### src/rtl/ex_stage_mc.sv
// rtl/ex_stage_mc.sv - ARM-subset execute stage with forwarding, barrel shifter, ALU and iterative MUL/MLA
module ex_stage_mc #(
    parameter int WIDTH    = 32,
    parameter int IMM_W    = 24,
    parameter int MUL_BITS = 4
) (
    input  logic             CLK,
    input  logic             RST,
    input  logic             flush,
    input  logic             in_valid,
    output logic             in_ready,
    input  logic [3:0]       EXE_CMD,
    input  logic             mul_en,
    input  logic             acc_en,
    input  logic [3:0]       SR_In,
    input  logic [1:0]       forward1,
    input  logic [1:0]       forward2,
    input  logic [WIDTH-1:0] Val_Rn,
    input  logic [WIDTH-1:0] Val_Rm,
    input  logic [WIDTH-1:0] Val_Ra,
    input  logic [WIDTH-1:0] MEM_ALU_Res,
    input  logic [WIDTH-1:0] WB_Value,
    input  logic             imm,
    input  logic [WIDTH-1:0] Imm_Val,
    input  logic [1:0]       shift_type,
    input  logic [4:0]       shift_amt,
    input  logic [WIDTH-1:0] PC,
    input  logic [IMM_W-1:0] Signed_imm,
    output logic             out_valid,
    output logic [WIDTH-1:0] ALU_Result,
    output logic [3:0]       SR_Out,
    output logic [WIDTH-1:0] Val_Rm_Out,
    output logic [WIDTH-1:0] Branch_Address
);
    localparam int SH_W    = $clog2(WIDTH);
    localparam int N_STEPS = WIDTH / MUL_BITS;
    localparam int CNT_W   = (N_STEPS > 1) ? $clog2(N_STEPS) : 1;
    localparam logic [CNT_W-1:0] CNT_INIT = CNT_W'(N_STEPS - 1);

    typedef enum logic {S_IDLE, S_MUL} state_t;

    state_t             r_state, w_state_nxt;
    logic [WIDTH-1:0]   r_mcand, r_mplier, r_acc;
    logic [CNT_W-1:0]   r_cnt;
    logic [1:0]         r_sav_cv;
    logic               r_out_valid;
    logic [WIDTH-1:0]   r_alu_result, r_val_rm_out;
    logic [3:0]         r_sr_out;

    logic [WIDTH-1:0]   w_rn_f, w_rm_f, w_shifted, w_val2, w_b_eff, w_res, w_acc_nxt;
    logic [SH_W-1:0]    w_amt;
    logic [SH_W:0]      w_ror_sh;
    logic [WIDTH:0]     w_sum;
    logic               w_cin, w_arith, w_c, w_v, w_accept, w_mul_last;
    logic [3:0]         w_alu_flags, w_mul_flags;

    always_comb begin
        case (forward1)
            2'b01:   w_rn_f = MEM_ALU_Res;
            2'b10:   w_rn_f = WB_Value;
            default: w_rn_f = Val_Rn;
        endcase
        case (forward2)
            2'b01:   w_rm_f = MEM_ALU_Res;
            2'b10:   w_rm_f = WB_Value;
            default: w_rm_f = Val_Rm;
        endcase
    end

    // ROR builds the wrap-around half from a left shift by WIDTH-amt; amt=0 shifts that half out entirely.
    assign w_amt    = SH_W'(shift_amt);
    assign w_ror_sh = (SH_W+1)'(WIDTH) - (SH_W+1)'(w_amt);

    always_comb begin
        case (shift_type)
            2'b00:   w_shifted = w_rm_f << w_amt;
            2'b01:   w_shifted = w_rm_f >> w_amt;
            2'b10:   w_shifted = $signed(w_rm_f) >>> w_amt;
            default: w_shifted = (w_rm_f >> w_amt) | (w_rm_f << w_ror_sh);
        endcase
    end

    assign w_val2 = imm ? Imm_Val : w_shifted;

    // Subtraction is a + ~b + cin so one adder and one overflow rule serve all four arithmetic ops.
    always_comb begin
        w_b_eff = w_val2;
        w_cin   = 1'b0;
        w_arith = 1'b1;
        case (EXE_CMD)
            4'b0011: w_cin = SR_In[1];
            4'b0100: begin w_b_eff = ~w_val2; w_cin = 1'b1;     end
            4'b0101: begin w_b_eff = ~w_val2; w_cin = SR_In[1]; end
            4'b0010: w_cin = 1'b0;
            default: w_arith = 1'b0;
        endcase
    end

    assign w_sum = {1'b0, w_rn_f} + {1'b0, w_b_eff} + (WIDTH+1)'(w_cin);

    always_comb begin
        w_res = '0;
        case (EXE_CMD)
            4'b0001: w_res = w_val2;
            4'b1001: w_res = ~w_val2;
            4'b0010, 4'b0011, 4'b0100, 4'b0101: w_res = w_sum[WIDTH-1:0];
            4'b0110: w_res = w_rn_f & w_val2;
            4'b0111: w_res = w_rn_f | w_val2;
            4'b1000: w_res = w_rn_f ^ w_val2;
            default: w_res = '0;
        endcase
    end

    assign w_c = w_arith ? w_sum[WIDTH] : SR_In[1];
    assign w_v = w_arith ? ((w_rn_f[WIDTH-1] == w_b_eff[WIDTH-1]) &&
                            (w_sum[WIDTH-1] != w_rn_f[WIDTH-1])) : SR_In[0];
    assign w_alu_flags = {w_res[WIDTH-1], (w_res == '0), w_c, w_v};

    assign w_acc_nxt   = r_acc + r_mcand * WIDTH'(r_mplier[MUL_BITS-1:0]);
    assign w_mul_flags = {w_acc_nxt[WIDTH-1], (w_acc_nxt == '0), r_sav_cv};
    assign w_mul_last  = (r_cnt == '0);

    assign Branch_Address = PC + WIDTH'($signed(Signed_imm));

    always_ff @(posedge CLK or negedge RST) begin
        if (!RST) r_state <= S_IDLE;
        else      r_state <= w_state_nxt;
    end

    always_comb begin
        w_state_nxt = r_state;
        in_ready    = (r_state == S_IDLE);
        w_accept    = in_valid & (r_state == S_IDLE) & ~flush;
        if (flush) begin
            w_state_nxt = S_IDLE;
        end else begin
            case (r_state)
                S_IDLE:  if (w_accept && mul_en) w_state_nxt = S_MUL;
                S_MUL:   if (w_mul_last)         w_state_nxt = S_IDLE;
                default: w_state_nxt = S_IDLE;
            endcase
        end
    end

    always_ff @(posedge CLK or negedge RST) begin
        if (!RST) begin
            r_out_valid  <= 1'b0;
            r_alu_result <= '0;
            r_sr_out     <= '0;
            r_val_rm_out <= '0;
            r_mcand      <= '0;
            r_mplier     <= '0;
            r_acc        <= '0;
            r_cnt        <= '0;
            r_sav_cv     <= '0;
        end else begin
            r_out_valid <= 1'b0;
            if (flush) begin
                r_out_valid <= 1'b0;
            end else if (w_accept && !mul_en) begin
                r_out_valid  <= 1'b1;
                r_alu_result <= w_res;
                r_sr_out     <= w_alu_flags;
                r_val_rm_out <= w_rm_f;
            end else if (w_accept && mul_en) begin
                r_mcand  <= w_rn_f;
                r_mplier <= w_rm_f;
                r_acc    <= acc_en ? Val_Ra : '0;
                r_sav_cv <= SR_In[1:0];
                r_cnt    <= CNT_INIT;
            end else if (r_state == S_MUL) begin
                r_acc    <= w_acc_nxt;
                r_mcand  <= r_mcand << MUL_BITS;
                r_mplier <= r_mplier >> MUL_BITS;
                if (w_mul_last) begin
                    r_out_valid  <= 1'b1;
                    r_alu_result <= w_acc_nxt;
                    r_sr_out     <= w_mul_flags;
                end else begin
                    r_cnt <= r_cnt - 1'b1;
                end
            end
        end
    end

    assign out_valid  = r_out_valid;
    assign ALU_Result = r_alu_result;
    assign SR_Out     = r_sr_out;
    assign Val_Rm_Out = r_val_rm_out;
endmodule

### config.mk
export PLATFORM = sky130hd
export DESIGN_NAME = ex_stage_mc
export DESIGN_NICKNAME = d
export VERILOG_FILES = /design/src/rtl/ex_stage_mc.sv
export SDC_FILE = /design/constraint.sdc
export NUM_CORES = 1
export LEC_CHECK = 0
export ABC_AREA = 1
export ABC_CLOCK_PERIOD_IN_PS = 13000
export BUFFER_PORTS_ARGS = -buffer_cell sky130_fd_sc_hd__buf_2
export CORE_UTILIZATION = 36
export DETAILED_ROUTE_END_ITERATION = 8
export PLACE_DENSITY = 0.52
export SYNTH_ARGS = -nofsm -noshare
export SYNTH_HDL_FRONTEND = slang
export SYNTH_SLANG_ARGS = --single-unit
### constraint.sdc
create_clock -name CLK -period 13 [get_ports CLK]
set_clock_uncertainty 0.05 [all_clocks]
set_input_delay 1.95 -clock CLK [delete_from_list [all_inputs] [get_ports CLK]]
set_output_delay 1.95 -clock CLK [all_outputs]
set_load 0.05 [all_outputs]
# Word-level counts from Yosys, hierarchy flattened
# Index checks and enable logic that the tools add are counted.
totals:
  ff_bits: 171
  inputBits: 274
  word_cells: 106
classes:
  n_addsub: 6
  mul: 1
  n_eq_ne: 19
  shift: 4
  mux: 37
  bitwise: 10
  n_reduce_logical: 19
op_table:
  columns: ["cell", "n"]
  rows:
  - ["two-way mux 32 bit", 13]
  - ["one-hot mux 32 bit (6 select lines)", 1]
  - ["one-hot mux 32 bit (2 select lines)", 2]
  - ["one-hot mux 32 bit (3 select lines)", 1]
  - ["adder 32 bit", 2]
  - ["zero test 32 bit", 2]
  - ["OR 32 bit", 2]
  - ["adder 32 x 32 -> 33 bit", 1]
  - ["adder 33 x 1 -> 33 bit", 1]
  - ["bitwise AND 32 bit", 1]
  - ["multiplier 32 x 4 -> 32 bit", 1]
  - ["NOT 32 bit", 1]
  - ["left shift 32 x 5 -> 32 bit", 1]
  - ["left shift 32 x 6 -> 32 bit", 1]
  - ["right shift 32 x 5 -> 32 bit", 1]
  - [">>> shifter 32 x 5 -> 32 bit", 1]
  - ["bitwise XOR 32 bit", 1]
  - ["equality test 4 x 3 -> 1 bit, second input constant", 4]
  - ["two-way mux 4 bit", 4]
  - ["two-way mux 1 bit", 11]
  - ["two-way mux 3 bit", 3]
  - ["equality test 4 x 2 -> 1 bit, second input constant", 2]
  - ["equality test 4 bit, second input constant", 2]
  - ["AND reduction 4 bit", 2]
  - ["20 further kinds", 35]

# Logic depth before layout (Yosys ltp)
# Gate-level depths: netlist (run 1).
logic_depth:
  word_depth: 14
  mapped_depth: 45

# Worst setup path after synthesis (run 1)
# No wires, ideal clock.
synth_path:
  path_type: "input port to output port"
  startpoint: "input PC[0]"
  endpoint: "output Branch_Address[28]"
  arrival_ps: 4902
  t_required_ps: 11000
  slack_ps: 6098
  path_stages: 19
  path_buffers: 0
  path_cell_list: "ha_1 inv_1 fa_1 o21ai_1 nand2_1 nand2_1 nand2_1 nand2_1 nand2_1 nand2_1 nand2_1 nand2_1 nand2_1 nand2_1 nand2_1 o311ai_1 a31oi_1 o21ai_1 xor2_1"
synth_between:
  elab_chain_len: 1
synth_lines:
  columns: ["element", "line_no", "source"]
  rows:
  - ["start: declaration", "27", "input logic [WIDTH-1:0] PC,"]
  - ["adder 32 bit", "123", "assign Branch_Address = PC + WIDTH'($signed(Signed_imm));"]
  - ["end: declaration", "33", "output logic [WIDTH-1:0] Branch_Address"]
# No other way between the ends.

# Final worst setup path (run 1)
layout_path:
  startpoint: "input forward2[0]"
  endpoint: "register r_sr_out[2] (netlist: SR_Out[2])"
layout_between:
  elab_chain_len: 13
  elab_cells_between_ends: 20
  classes_between: "2 x add/sub; 2 x eq/ne; 4 x shift; 6 x mux; 5 x bitwise; 1 x reduce/logical"
layout_lines:
  columns: ["element", "line_no", "source"]
  rows:
  - ["start: declaration", "17", "input logic [1:0] forward2,"]
  - ["equality test 2 bit / equality test 2 x 1 -> 1 bit (equally long branches)", "63", "case (forward2)"]
  - ["one-hot mux 32 bit (2 select lines) (*)", "63", null]
  - ["left shift 32 x 6 -> 32 bit / right shift 32 x 5 -> 32 bit (equally long branches)", "79, 77", null]
  - ["OR 32 bit", "79", "default: w_shifted = (w_rm_f >> w_amt) | (w_rm_f << w_ror_sh);"]
  - ["one-hot mux 32 bit (3 select lines) (*)", "75", "case (shift_type)"]
  - ["two-way mux 32 bit (*)", "83", "assign w_val2 = imm ? Imm_Val : w_shifted;"]
  - ["NOT 32 bit", "92, 93, 105", null]
  - ["two-way mux 32 bit", null, null]
  - ["adder 32 x 32 -> 33 bit", "99", "assign w_sum = {1'b0, w_rn_f} + {1'b0, w_b_eff} + (WIDTH+1)'(w_cin);"]
  - ["adder 33 x 1 -> 33 bit", "99", null]
  - ["one-hot mux 32 bit (6 select lines) (*)", "103", "case (EXE_CMD)"]
  - ["zero test 32 bit (*)", "117", "assign w_alu_flags = {w_res[WIDTH-1], (w_res == '0), w_c, w_v};"]
  - ["two-way mux 4 bit (*)", "160", "end else if (w_accept && !mul_en) begin"]
  - ["end signal: assignment", "163", "r_sr_out <= w_alu_flags;"]
  - ["end signal: assignment", "178", "r_sr_out <= w_mul_flags;"]
  - ["end: declaration", "48", "logic [3:0] r_sr_out;"]
# Every way passes the cells marked *; elsewhere a longest branch is shown, timed or not.
# A chain may end at the register's enable or synchronous reset.

==> run_results.csv, run 1 <==
group,metric,value,unit
clock_tree,cts.reportedPaths.clkPinSlew,0.09,ns
clock_tree,hold_buffers,0,
yosys,ys_warn_count,0,
timing,final.setup.worst_slack,4.87,ns
clock_tree,cts_tree,"built",
placement,hpwl,91500,um
grt,groute.layer.met1.usage,45.4,%
floorplanning,dieWidth,271,um
final_layout,n_fill_cell,7925,
clock_tree,cts_made_buffers,17,
critical_path,cp-end-kind,"flip-flop",
clock_tree,clockBufferDepth,2,
floorplanning,initial_core_util,36.4,%
final_layout,antenna_cells,0,
pwr,pwr-share-comb,70.2,%
timing,hold_slack,0.427,ns
hold_path,hold_class,"flip-flop to flip-flop",
timing,fmax,0.123,GHz
critical_path,critPathKind,"input port to flip-flop",
yosys,synth_seq_area_share,16.3,%
clock_tree,cts_setup_buffers,0,
final_layout,regArea,4250,um^2
route,post_drt_wl_per_cell,22.4,um
clock_tree,cts.sinks,170,
grt,gr-total-overflow,0,
placement,port_buffers,373,
yosys,syn_inst,4012,
outcome,status,"finished, final reports clean",
timing,hold_violations,0,
placement,place_ws,4.55,ns
grt,antenna_found_initial,4,
critical_path,rrSetupSlack,6.75,ns
pwr,vdd_drop_max,0.107,mV
pwr,switching_share,58.2,%
grt,busiest_layer,"met2",
clock_tree,clockRootBuffer,"clkbuf_16",
hold_path,hold_depth,2,
yosys,syn_avg_cell_area,6.49,um^2
placement,post-place-cells,5180,
placement,place.gp.congestion,0.968,
grt,grt_max_degree,107,
clock_tree,clock_latency,0.45,ns
timing,setup-violations-final,0,
critical_path,cp_slowest_cell,"nand2_1",
route,wirelength,117000,um
critical_path,path_max_fanout,33,
pwr,seq_power_share,18.9,%
pwr,powerDensity,170,nW/um^2
yosys,async_flop_share,100,%
critical_path,crit-reg2reg-launch,"r_mplier[2]",
critical_path,critPathRequiredTime,13.35,ns
hold_path,min_to,"r_sav_cv[1]",
final_layout,final_nets,4780,
critical_path,ff2ff_path_depth,24,
route,drt_iter0_drc,3171,
yosys,synth_fp_nets,4543,
floorplanning,coreArea,71500,um^2
grt,grt_pass1_vias,27123,
critical_path,path_common_cell,"nand2_1",
critical_path,critPathLaunchType,"input port",
critical_path,rr_endpoint,"SR_Out[2]",
grt,grt_pass1_wl,174000,um
final_layout,syn_to_final_growth,12.1,%
grt,met3_usage,4.16,%
floorplanning,die-area,73400,um^2
job,drv_cap,0,
timing,finalMaxSlewViolations,0,
final_layout,multi_input_area,19400,um^2
yosys,yosysUniqueCellTypes,69,
pwr,power.leakage,15.2,nW
yosys,ys_seq_elements,170,
grt,grt_use_met2,46.4,%
timing,maxSlewHeadroom,22.2,%
route,viasPerCell,5.59,
timing,min_period,8.13,ns
timing,tightest_slew,1.17,ns
route,drc_errors,0,
pwr,p_int,0.00208,W
yosys,syn-cell-area,26000,um^2
clock_tree,cts_max_level,4,
pwr,clock_power_share,10.9,%
route,drtPass1Iterations,8,
floorplanning,die_height,271,um
clock_tree,cts_resized,0,
critical_path,max_stage_delay,0.57,ns
pwr,power.switching,0.00289,W
route,dr_total_vias,29114,
critical_path,crit_arrival,8.48,ns
floorplanning,ios,376,
final_layout,drive_gt1_share,18.2,%
timing,finalSetupTns,0,ns
timing,fin_crit_sh,62.5,%
timing,rsz0062_at_grt,"false",
yosys,synthFlopType,"dfrtp_1",
hold_path,hp-start,"r_sav_cv[1]",
floorplanning,row_count,98,
final_layout,layoutNonFillerInstCount,5212,
final_layout,post-route-util,40.8,%
yosys,synth-edff-count,0,
route,ant_nets,0,
grt,track_usage,31.2,%
-- synth_stat cells (19+ instances only) --
master     instances  share of area [%]
ha_1             168                8.1
nand2_2           80                1.9
nand2_4           39                1.7
fa_1              89                6.8
buf_1             19               0.27
xnor2_1           47                1.6
a221o_1           30                1.2
nor2_1           256                3.7
nand3_2           64                2.5
nand3_1          547                 11
o21ai_0          241                4.6
or2_2             27               0.65
xor2_1            54                1.8
dfrtp_1          170                 16
clkbuf_1         114                1.6
buf_2             51               0.98
a2bb2oi_1         28               0.94
inv_2             32               0.46
a221oi_1          28               0.94
o21ai_1           24               0.46
a21oi_1          226                4.3
a31oi_1           38               0.91
nand2_1         1025                 15
inv_1            351                5.1
nand4_1           44                1.1
-- worst max-delay path by stage --
stage,start,to
finish,forward2[0],SR_Out[2]
floorplan,PC[0],Branch_Address[28]
detailed placement,forward2[0],SR_Out[2]
global placement,forward2[0],SR_Out[2]
global route,forward2[0],SR_Out[2]
CTS,forward2[0],SR_Out[2]
-- metrics by stage --
stage / area, um^2 / power [W]
4_1_cts: 29200 / 0.00492
5_1_grt: 29200 / 0.00537
2_1_floorplan: 26000 / 0.00329
3_3_place_gp: 28600 / 0.00436
6_report: 29200 / 0.00496
3_5_place_dp: 28600 / 0.00436
-- flip-flops by register name, indices dropped and copies added, names as in the netlist --
register and cells:
out_valid 1, r_cnt 3, Val_Rm_Out 32, r_sav_cv 2
r_mplier 32, SR_Out 3, r_acc 32, r_mcand 32
ALU_Result 32, r_state 1
-- routing by layer --
metal,part of all wire (%),up-vias
met5,0.022,-
met1,46,13755
met4,3.8,4
met3,8.1,160
li1,-,13861
met2,42,1334
-- power groups by stage --
stage | Sequential [W] | Clock, W | Combinational (W)
2_1_floorplan | 0.00104 | 0 | 0.00226
3_3_place_gp | 0.000944 | 0 | 0.00341
3_5_place_dp | 0.000939 | 0 | 0.00342
4_1_cts | 0.000934 | 0.000549 | 0.00344
5_1_grt | 0.000964 | 0.000568 | 0.00384
6_report | 0.000940 | 0.000540 | 0.00348
-- cells by family after synthesis --
| family | share of synthesized area, % |
|---|---|
| AOI/OAI and AO/OA | 16.2 |
| xor gates and xnor gates | 3.56 |
| buffers and inverters | 9.52 |
| adders and majority gates | 14.9 |
| DFF | 16.3 |
| and+or+nand+nor | 39.5 |
-- final cells by class --
cell class,count,area share (%)
timing repair buffer,429,7.86
tap,950,4.07
multi-input combinational,3238,66.3
sequential,170,14.6
clock buffer,17,1.46
clock inverter,15,0.617
inverter,393,5.11
-- placed cells by master (no fill, tap or decap), drive strengths merged, types with 12 or more instances in the layout --
| master | instances |
|---|---|
| o211ai | 15 |
| clkbuf | 18 |
| a21o | 12 |
| inv | 396 |
| o21ai | 270 |
| buf | 428 |
| xnor2 | 48 |
| nor3 | 19 |
| fa | 89 |
| dfrtp | 170 |
| o221ai | 18 |
| xor2 | 55 |
| a21oi | 228 |
| a221oi | 28 |
| nor2 | 279 |
| nand4 | 44 |
| a2bb2oi | 28 |
| ha | 168 |
| a31oi | 38 |
| nand3 | 615 |
| or2 | 56 |
| nand2 | 1146 |
| a221o | 30 |
-- critical path: cells and delay by family --
kind	cells	cell delay (ns)
buf+inv	7	1.22
fa+ha+maj	3	1.00
compound gates	4	0.65
simple gates	25	3.43
xor+xnor	1	0.17
No activity file was read; power rests on OpenSTA's default activity.
==> run 2, diff against run 1 <==
- ABC_AREA: 1 -> 0
- ABC_CLOCK_PERIOD_IN_PS: 13000 -> 7100
- PLACE_DENSITY: 0.52 -> 0.54
- clock period: 13 -> 7.1 ns (I/O delays scaled with it)
==> run 2 against run 1 <==
- the flow now finishes with violations (DRC, setup timing)
- routed wire length is 37% higher
- first-iteration DRC count is 28% higher
- sequential power is 63% higher
- critical endpoint unchanged
- die area is 7.7% higher
- clock power is 76% higher
- power is 80% higher
==> run_results.csv, run 2 <==
group,metric,value,unit
route,dr_total_vias,34649,
grt,antenna_found_initial,6,
yosys,synth_fp_nets,4115,
placement,place.gp.congestion,1.09,
hold_path,min_to,"Val_Rm_Out[2]",
clock_tree,cts.sinks,170,
yosys,ys_top_cells_by_area,"dfrtp_1 (15%), mux4_2 (9.0%), ha_1 (7.5%)",
floorplanning,initial_core_util,36.3,%
timing,final.setup.worst_slack,-0.289,ns
floorplanning,ios,376,
critical_path,critPathLaunchType,"input port",
outcome,violations,"DRC, setup timing",
route,post_drt_wl_per_cell,28.1,um
route,viasPerCell,6.09,
placement,port_buffers,373,
pwr,powerDensity,231,nW/um^2
critical_path,cp_slowest_cell,"a221oi_1",
grt,gr-total-overflow,0,
grt,grt_pass1_wl,227000,um
route,ant_nets,0,
critical_path,path_max_fanout,10,
critical_path,cp-end-kind,"flip-flop",
floorplanning,row_count,102,
job,drv_cap,0,
clock_tree,cts_tree,"built",
critical_path,ff2ff_path_depth,20,
yosys,yosysTopAreaCellShare,15.2,%
floorplanning,die_height,281,um
critical_path,path_common_cell,"buf_4",
hold_path,hold_class,"flip-flop to flip-flop",
yosys,async_flop_share,100,%
final_layout,regArea,4250,um^2
final_layout,final_cell_mix,"buf_4 (895), nand2_1 (394), buf_2 (368), nor2_1 (341), a21oi_1 (254)",
yosys,synth_most_common_cell,"nand2_1",
yosys,syn-cell-area,28100,um^2
final_layout,final_cell_area,38700,um^2
yosys,syn_inst,3584,
critical_path,rr_endpoint,"SR_Out[2]",
critical_path,crit-reg2reg-launch,"r_mplier[1]",
timing,fmax,0.135,GHz
yosys,synth-edff-count,0,
timing,fin_crit_sh,104,%
final_layout,layoutNonFillerInstCount,5691,
grt,track_usage,39.7,%
pwr,vdd_drop_max,0.199,mV
grt,grt_max_degree,129,
critical_path,critPathRequiredTime,7.44,ns
outcome,status,"finished with violations",
clock_tree,clock_latency,0.46,ns
hold_path,hold_depth,2,
critical_path,max_stage_delay,0.65,ns
timing,hold_violations,0,
yosys,synth_seq_area_share,15.2,%
floorplanning,die-area,79100,um^2
timing,setup-violations-final,3,
final_layout,final_nets,5166,
critical_path,crit_arrival,7.73,ns
timing,rsz0062_at_grt,"true",
floorplanning,dieWidth,281,um
clock_tree,cts_max_level,4,
grt,grt_pass1_vias,32734,
route,drc_errors,2,
placement,post_dp_cell_area,37100,um^2
yosys,ys_warn_count,0,
placement,hpwl,132000,um
route,drtPass1Iterations,9,
route,drt_iter0_drc,4068,
final_layout,syn_to_final_growth,37.9,%
timing,hold_slack,0.428,ns
hold_path,hp-start,"Val_Rm_Out[2]",
final_layout,final_common_cell,"buf_4",
critical_path,critPathKind,"input port to flip-flop",
final_layout,n_fill_cell,7766,
timing,maxSlewHeadroom,23.6,%
critical_path,rrSetupSlack,0.68,ns
pwr,power.leakage,18.0,nW
floorplanning,coreArea,77300,um^2
yosys,synth_top_area_cell,"dfrtp_1",
yosys,synth.top_cells.by_count,"nand2_1 (394), nor2_1 (347), a21oi_1 (261), o21ai_0 (261), inv_1 (191)",
clock_tree,clockRootBuffer,"clkbuf_16",
yosys,yosysUniqueCellTypes,98,
yosys,syn_avg_cell_area,7.83,um^2
clock_tree,clockBufferDepth,2,
timing,min_period,7.39,ns
timing,tightest_slew,1.15,ns
yosys,ys_seq_elements,170,
timing,finalMaxSlewViolations,0,
yosys,synthFlopType,"dfrtp_1",
final_layout,multi_input_area,22600,um^2
clock_tree,cts.reportedPaths.clkPinSlew,0.07,ns
clock_tree,cts_made_buffers,17,
route,wirelength,160000,um
final_layout,drive_gt1_share,35.1,%
placement,post-place-cells,5616,
## run 2: cell types whose count changed after synthesis, sizes merged, moves of 35 or more
cell | previous run | this run
nand2 | 1146 | 394
nand3 | 615 | 72
inv | 388 | 193
mux4 | 0 | 112
a22oi | 5 | 106
nor3 | 19 | 91
mux2i | 0 | 68
nor2 | 279 | 347
clkbuf | 115 | 174
xnor2 | 48 | 106
and2 | 2 | 43
a211oi | 4 | 39
nand2b | 0 | 35
## run 2: routing by layer
layer,global-route usage (%),up-vias,share of wire [%]
li1,-,15426,-
met1,50.6,16807,40
met2,60.8,1949,44
met3,9.91,463,9.7
met4,22.7,4,6.6
met5,0,-,0.018
## run 2: worst max path at each step
stage | from | end | slack, ns | cells after the start
floorplan | shift_amt[1] | ALU_Result[31] | 0.002 | 31
global placement | forward2[1] | SR_Out[2] | -1.04 | 33
detailed placement | forward2[1] | SR_Out[2] | -1.15 | 33
CTS | forward2[0] | SR_Out[2] | -0.17 | 32
global route | forward2[1] | SR_Out[2] | -0.52 | 36
finish | forward2[1] | SR_Out[2] | -0.29 | 33
## run 2: kinds of logic (layout without fill, tap and decap cells)
family	count (synthesis)	count (layout)	synth area share, %
compound gates	1208	1208	29.1
simple gates	1148	1148	18.6
buf+inv	464	1527	6.93
fa+ha+maj	257	257	13.8
mux	194	194	12.0
flops	170	170	15.2
xor+xnor	143	143	4.46
other cells	0	4	0
## run 2: layout make-up
type | instances | share of cell area [%]
Multi-Input combinational cell | 2950 | 58.5
Sequential cell | 170 | 11.0
Inverter | 198 | 1.97
Clock buffer | 17 | 1.10
Tap cell | 1040 | 3.36
Antenna cell | 4 | 0.0259
Clock inverter | 14 | 0.398
Timing Repair Buffer | 1298 | 23.6
## run 2: critical path: cells and delay by family
| family | cells | cell delay [ns] |
|---|---|---|
| buffers and inverters | 10 | 1.67 |
| adders and majority gates | 2 | 0.49 |
| and+or+nand+nor | 9 | 1.78 |
| xor gates and xnor gates | 2 | 0.32 |
| AOI/OAI and AO/OA | 10 | 2.38 |
## run 2: what timing repair did
action / in CTS / in global routing
cloned: 2 / 1
hold buffers: 0 / 0
setup endpoints to repair: 11 / 12
buffers inserted: 16 / 25
pin swaps: 20 / 58
resized for setup: 60 / 68
## run 2: where the power goes
part           total [W]  switching, W  internal, W
combinational    0.00646       0.00392      0.00253
sequential       0.00153      0.000283      0.00125
clock           0.000953      0.000484     0.000469
## run 2: through the flow
| step | setup TNS, ns | setup slack (ns) | total power (W) | utilization (%) |
|---|---|---|---|---|
| 3_5_place_dp | -11.50 | -1.15 | 0.00769 | 48.0 |
| 4_1_cts | -0.168 | -0.168 | 0.00874 | 49.4 |
| 6_report | -0.512 | -0.289 | 0.00894 | 50.0 |
| 3_3_place_gp | -10.04 | -1.04 | 0.00766 | 48.0 |
| 2_1_floorplan | 0 | 0.00155 | 0.00499 | - |
| 5_1_grt | -1.92 | -0.517 | 0.00944 | 50.0 |
